$ cat src/rtl/z80_uart_tx_port.sv
// Z80 I/O-mapped UART transmitter. OUT cycles to BASE queue bytes into a small
// FIFO that is serialised as 8N1 frames on tx. IN from BASE+1 returns a status byte.
module z80_uart_tx_port #(
  parameter logic [7:0] BASE_ADDR    = 8'h10,
  parameter int         CLKS_PER_BIT = 234,
  parameter int         FIFO_DEPTH   = 4
) (
  input  logic       clk,
  input  logic       reset_n,
  input  logic [7:0] io_addr,
  input  logic [7:0] io_din,
  input  logic       iorq_n,
  input  logic       rd_n,
  input  logic       wr_n,
  input  logic       m1_n,
  output logic [7:0] io_dout,
  output logic       io_doe,
  output logic       tx,
  output logic       tx_busy
);

  localparam int PW   = $clog2(FIFO_DEPTH);
  localparam int CW   = PW + 1;
  localparam int CNTW = $clog2(CLKS_PER_BIT);

  localparam logic [7:0]      CTRL_ADDR = BASE_ADDR + 8'd1;
  localparam logic [CW-1:0]   FULL_CNT  = CW'(FIFO_DEPTH);
  localparam logic [CNTW-1:0] CNT_MAX   = CNTW'(CLKS_PER_BIT - 1);

  localparam logic [1:0] S_IDLE  = 2'd0;
  localparam logic [1:0] S_START = 2'd1;
  localparam logic [1:0] S_DATA  = 2'd2;
  localparam logic [1:0] S_STOP  = 2'd3;

  logic            io_wr, io_rd, wr_q;
  logic            wr_fire, push_req, ctrl_wr;
  logic            full, empty, push, pop;
  logic [7:0]      mem [FIFO_DEPTH];
  logic [PW-1:0]   wr_ptr, rd_ptr;
  logic [CW-1:0]   count;
  logic            ovf;
  logic [1:0]      state;
  logic [CNTW-1:0] clk_cnt;
  logic [2:0]      bit_idx;
  logic [7:0]      shreg;
  logic            bit_last;
  logic [2:0]      cnt_field;
  logic [7:0]      status;

  // Interrupt-acknowledge cycles (m1_n low) never count as I/O accesses.
  assign io_wr = !iorq_n && !wr_n && m1_n;
  assign io_rd = !iorq_n && !rd_n && m1_n;

  assign wr_fire  = io_wr && !wr_q;
  assign push_req = wr_fire && (io_addr == BASE_ADDR);
  assign ctrl_wr  = wr_fire && (io_addr == CTRL_ADDR);

  assign full  = (count == FULL_CNT);
  assign empty = (count == '0);
  assign push  = push_req && !full;
  assign pop   = (state == S_IDLE) && !empty;

  // NOTE: state registers use non-blocking assignments so every flop samples
  // the pre-edge values of the others, matching real hardware.
  always_ff @(posedge clk or negedge reset_n) begin
    if (!reset_n) begin
      wr_q   <= 1'b0;
      wr_ptr <= '0;
      rd_ptr <= '0;
      count  <= '0;
      ovf    <= 1'b0;
    end else begin
      wr_q <= io_wr;
      if (push) wr_ptr <= wr_ptr + 1'b1;
      if (pop)  rd_ptr <= rd_ptr + 1'b1;
      case ({push, pop})
        2'b10:   count <= count + 1'b1;
        2'b01:   count <= count - 1'b1;
        default: count <= count;
      endcase
      if (push_req && full)
        ovf <= 1'b1;
      else if (ctrl_wr && io_din[3])
        ovf <= 1'b0;
    end
  end

  // NOTE: the storage array has no reset; pointers and count define validity,
  // so clearing the data would only cost reset fan-out.
  always_ff @(posedge clk) begin
    if (push) mem[wr_ptr] <= io_din;
  end

  assign bit_last = (clk_cnt == CNT_MAX);

  always_ff @(posedge clk or negedge reset_n) begin
    if (!reset_n) begin
      state   <= S_IDLE;
      clk_cnt <= '0;
      bit_idx <= '0;
      shreg   <= '0;
    end else begin
      case (state)
        S_IDLE: begin
          if (pop) begin
            shreg   <= mem[rd_ptr];
            clk_cnt <= '0;
            bit_idx <= '0;
            state   <= S_START;
          end
        end
        S_START: begin
          clk_cnt <= bit_last ? '0 : clk_cnt + 1'b1;
          if (bit_last) state <= S_DATA;
        end
        S_DATA: begin
          clk_cnt <= bit_last ? '0 : clk_cnt + 1'b1;
          if (bit_last) begin
            bit_idx <= bit_idx + 1'b1;
            if (bit_idx == 3'd7) state <= S_STOP;
          end
        end
        S_STOP: begin
          clk_cnt <= bit_last ? '0 : clk_cnt + 1'b1;
          if (bit_last) state <= S_IDLE;
        end
        default: state <= S_IDLE;
      endcase
    end
  end

  // tx decodes the registered state, so an async reset forces it high at once.
  // NOTE: every always_comb output gets a default first so no latch is inferred.
  always_comb begin
    tx = 1'b1;
    case (state)
      S_START: tx = 1'b0;
      S_DATA:  tx = shreg[bit_idx];
      default: tx = 1'b1;
    endcase
  end

  assign tx_busy = !empty || (state != S_IDLE);

  assign cnt_field = 3'(count);
  assign status    = {1'b0, cnt_field, ovf, (state == S_IDLE) && empty, empty, !full};

  assign io_doe  = io_rd && (io_addr == CTRL_ADDR);
  assign io_dout = io_doe ? status : 8'h00;

endmodule

$ cat config.mk
export PLATFORM = sky130hd
export DESIGN_NAME = z80_uart_tx_port
export DESIGN_NICKNAME = d
export VERILOG_FILES = /design/src/rtl/z80_uart_tx_port.sv
export SDC_FILE = /design/constraint.sdc
export NUM_CORES = 1
export LEC_CHECK = 0
export BUFFER_PORTS_ARGS = -buffer_cell sky130_fd_sc_hd__buf_2
export CAP_MARGIN = 20
export CORE_MARGIN = 2
export CORE_UTILIZATION = 55
export DETAILED_ROUTE_END_ITERATION = 10
export MAX_ROUTING_LAYER = met4
export PLACE_DENSITY = 0.76
export SETUP_SLACK_MARGIN = 0.4
export SLEW_MARGIN = 20
export SYNTH_ARGS = -nofsm -noshare
export SYNTH_HDL_FRONTEND = slang
export SYNTH_SLANG_ARGS = --single-unit
$ cat constraint.sdc
create_clock -name clk -period 5.95 [get_ports clk]
set_input_delay 0.2975 -clock clk [delete_from_list [all_inputs] [get_ports clk]]
set_output_delay 0.2975 -clock clk [all_outputs]
set_load 0.005 [all_outputs]
==> impl_metrics.py <==
metrics = {
    "status": {
        "status": "finished, final reports clean",
    },
    "floorplan": {
        "start_util_pct": 56.9,
        "rows": 26,
        "die_w_microns": 76.7,
        "dieArea_sq_um": 5880,
        "pin_count": 33,
        "die_h_microns": 76.7,
        "core_area_sq_um": 5110,
    },
    "power": {
        "switching_power_uw": 422,
        "p_sw_share_pct": 30.2,
        "intPower_uw": 977,
        "p_per_area_nw_per_um2": 421,
        "ir_worst_vdd_mv": 0.237,
        "clock_power_share_pct": 27.8,
        "total_power_uw": 1400,
        "power_frac_comb_pct": 28.1,
        "p_seq_share_pct": 44.0,
        "power.leakage_uw": 0.00137,
    },
    "timing": {
        "tightest_slew_ns": 0.878,
        "finalCritPeriodShare_pct": 46.2,
        "slew_headroom_pct": 41.4,
        "hold_viol_final": 0,
        "skew_ns": 0.00870,
        "max_freq_mhz": 364,
        "fin_setup_tns_ns": 0,
        "slew_violations": 0,
        "rsz0062_at_grt": "no",
        "setup_viol": 0,
        "period_needed_ns": 2.75,
        "holdWs_ns": 0.00122,
    },
    "cells_and_area": {
        "layout_commonest_cell": "edfxtp_1",
        "layout.nets": 280,
        "multi_input_area_sq_um": 1100,
        "syn_to_final_growth_pct": 14.2,
        "fill_cells": 369,
        "seqCellArea_sq_um": 1710,
        "final_cell_mix": "32 x edfxtp_1, 31 x buf_2, 30 x dfrtp_1, 17 x nand2_1, 14 x ha_1",
        "drive_gt1_share_pct": 29.4,
        "num_antenna_cells": 0,
    },
    "clock_network": {
        "cts_hold_buf": 0,
        "cts_max_level": 3,
        "cts_tree": "yes",
        "clkSinkCount": 62,
        "root_buffer": "clkbuf_8",
        "cts_setup_buffers": 0,
        "insertion_delay_ns": 0.33,
        "clk_pin_slew_ns": 0.07,
        "post_cts_resized": 0,
        "cts_buffers": 9,
        "clk_path_buf_depth": 2,
    },
    "routing": {
        "vias": 1680,
        "vias_per_cell": 5.28,
        "drt_iter0_markers": 74,
        "drtAntennaViolNets": 0,
        "wl_per_cell_microns": 14.8,
        "drt_wl_total_microns": 4710,
        "drc_errors": 0,
        "dr.pass1.iters": 4,
    },
    "worst_setup_path": {
        "cp.arrival_ns": 3.00,
        "crit_required_ns": 6.20,
        "cp-end-kind": "register",
        "r2r-start": "state[0]",
        "path_class": "reg -> reg",
        "critical_path_peak_fanout": 11,
        "startpoint_type": "register",
        "crit_path_start": "state[0]",
    },
    "global_route": {
        "grt_usage_pct": 18.2,
        "grt_pass1_vias": 1701,
        "grt_max_degree": 31,
        "antenna_found_initial": 0,
        "gr-total-overflow": 0,
        "grt_pass1_wl_microns": 7960,
    },
    "yosys": {
        "avgSynthCellArea_sq_um": 14.0,
        "synth_fp_nets": 245,
        "synth_cell_types": 43,
        "synth-warning-count": 0,
        "ys_ff_latch": 62,
        "netlist_area_sq_um": 2910,
        "syn_inst": 208,
        "ys_seq_area_share_pct": 58.9,
    },
    "placement": {
        "dpl.hpwl_microns": 3310,
        "gp_congestion": 0.814,
        "port_buffers": 31,
    },
    "worst_hold_path": {
        "hold_class": "in -> async",
    },
    "job": {
        "drv_cap": 0,
    },
}
sequential cells by signal (all words and copies together), names as in the netlist:
register / flops
cnt_field: 3
shreg: 8
bit_idx: 3
wr_ptr: 2
wr_q: 1
ovf: 1
state: 2
rd_ptr: 2
clk_cnt: 8
mem: 32
worst paths after layout:
path	end	slack (ns)	depth (start not counted)
worst max-delay path	cnt_field[2]	3.20	9
worst min-delay path	bit_idx[0]	0.001	1
worst max register to register	cnt_field[2]	3.20	9
worst min register to register	shreg[6]	0.51	1
max in group asynchronous	rd_ptr[1]	5.51	1
min in group clk	wr_q	0.14	2
through the flow:
stage               utilization [%]  setup WS (ns)  instance area (sq um)  instances
floorplan                         -           3.79                   2910        208
global placement               60.9           3.25                   3110        302
detailed placement             60.9           3.19                   3110        302
CTS                            65.0           3.16                   3320        318
global route                   65.0           2.96                   3320        318
finish                         65.0           3.20                   3320        318
Yosys cell counts:
master / n / area (sq um)
edfxtp_1: 32 / 961
dfrtp_1: 30 / 751
nand2_1: 17 / 63.8
ha_1: 14 / 175
inv_1: 12 / 45.0
mux4_2: 10 / 225
mux2_2: 9 / 101
and2_1: 8 / 50.1
nor2_1: 8 / 30.0
o21ai_0: 7 / 35.0
a21oi_1: 6 / 30.0
a31oi_1: 4 / 25.0
nor3_1: 4 / 20.0
xnor2_1: 4 / 35.0
xor2_1: 4 / 35.0
and3_1: 3 / 18.8
buf_2: 3 / 15.0
nand2b_1: 3 / 18.8
nand3_1: 3 / 15.0
clkbuf_1: 2 / 7.51
o221ai_1: 2 / 17.5
o22ai_1: 2 / 12.5
a41oi_1: 1 / 8.76
and2_4: 1 / 8.76
and4bb_2: 1 / 12.5
buf_4: 1 / 7.51
buf_6: 1 / 11.3
conb_1: 1 / 3.75
fa_1: 1 / 20.0
inv_2: 1 / 3.75
mux2_4: 1 / 15.0
mux2i_1: 1 / 10.0
nand3b_1: 1 / 7.51
nor2b_1: 1 / 6.26
nor3_4: 1 / 16.3
nor3b_1: 1 / 7.51
nor4b_1: 1 / 8.76
nor4b_4: 1 / 23.8
o221a_2: 1 / 11.3
o311ai_0: 1 / 8.76
o32a_1: 1 / 10.0
or2_2: 1 / 6.26
or4_4: 1 / 11.3
kinds of logic after synthesis:
family / after synthesis / synth area share [%]
AO/OA/AOI/OAI: 25 / 5.47
XOR/XNOR: 8 / 2.41
multiplexers: 21 / 12.1
other: 1 / 0.129
flip-flops: 62 / 58.9
AND/OR/NAND/NOR: 56 / 11.2
buffers and inverters: 20 / 3.10
adder cells (fa/ha/maj): 15 / 6.72
metal layers:
metal	track usage, %	wire, microns	vias to the layer above
met4	9.27	38	0
li1	-	-	832
met3	4.35	97	4
met5	-	0	-
met2	27.7	2390	19
met1	23.0	2180	825
power groups by stage:
stage / clock, uW / sequential [uW] / combinational (uW)
6_report: 389 / 616 / 394
3_5_place_dp: 0 / 627 / 395
5_1_grt: 418 / 627 / 437
4_1_cts: 401 / 617 / 399
3_3_place_gp: 0 / 620 / 384
2_1_floorplan: 0 / 577 / 350
critical path, stage by stage, from the launching register on:
cell and delay, ns:
dfrtp_1 0.41, inv_1 0.12, ha_1 0.24, nor2b_1 0.73, ha_1 0.32, inv_1 0.07, fa_1 0.37, xor2_1 0.15
nor2_1 0.11, xor2_1 0.16
final cells by class:
type | instances | area share, %
Sequential cell | 62 | 51.5
Clock inverter | 7 | 2.68
Tap cell | 70 | 2.64
Timing Repair Buffer | 31 | 4.67
Clock buffer | 9 | 3.73
Multi-Input combinational cell | 126 | 33.3
Inverter | 13 | 1.47
(Power assumes the default switching activity.)
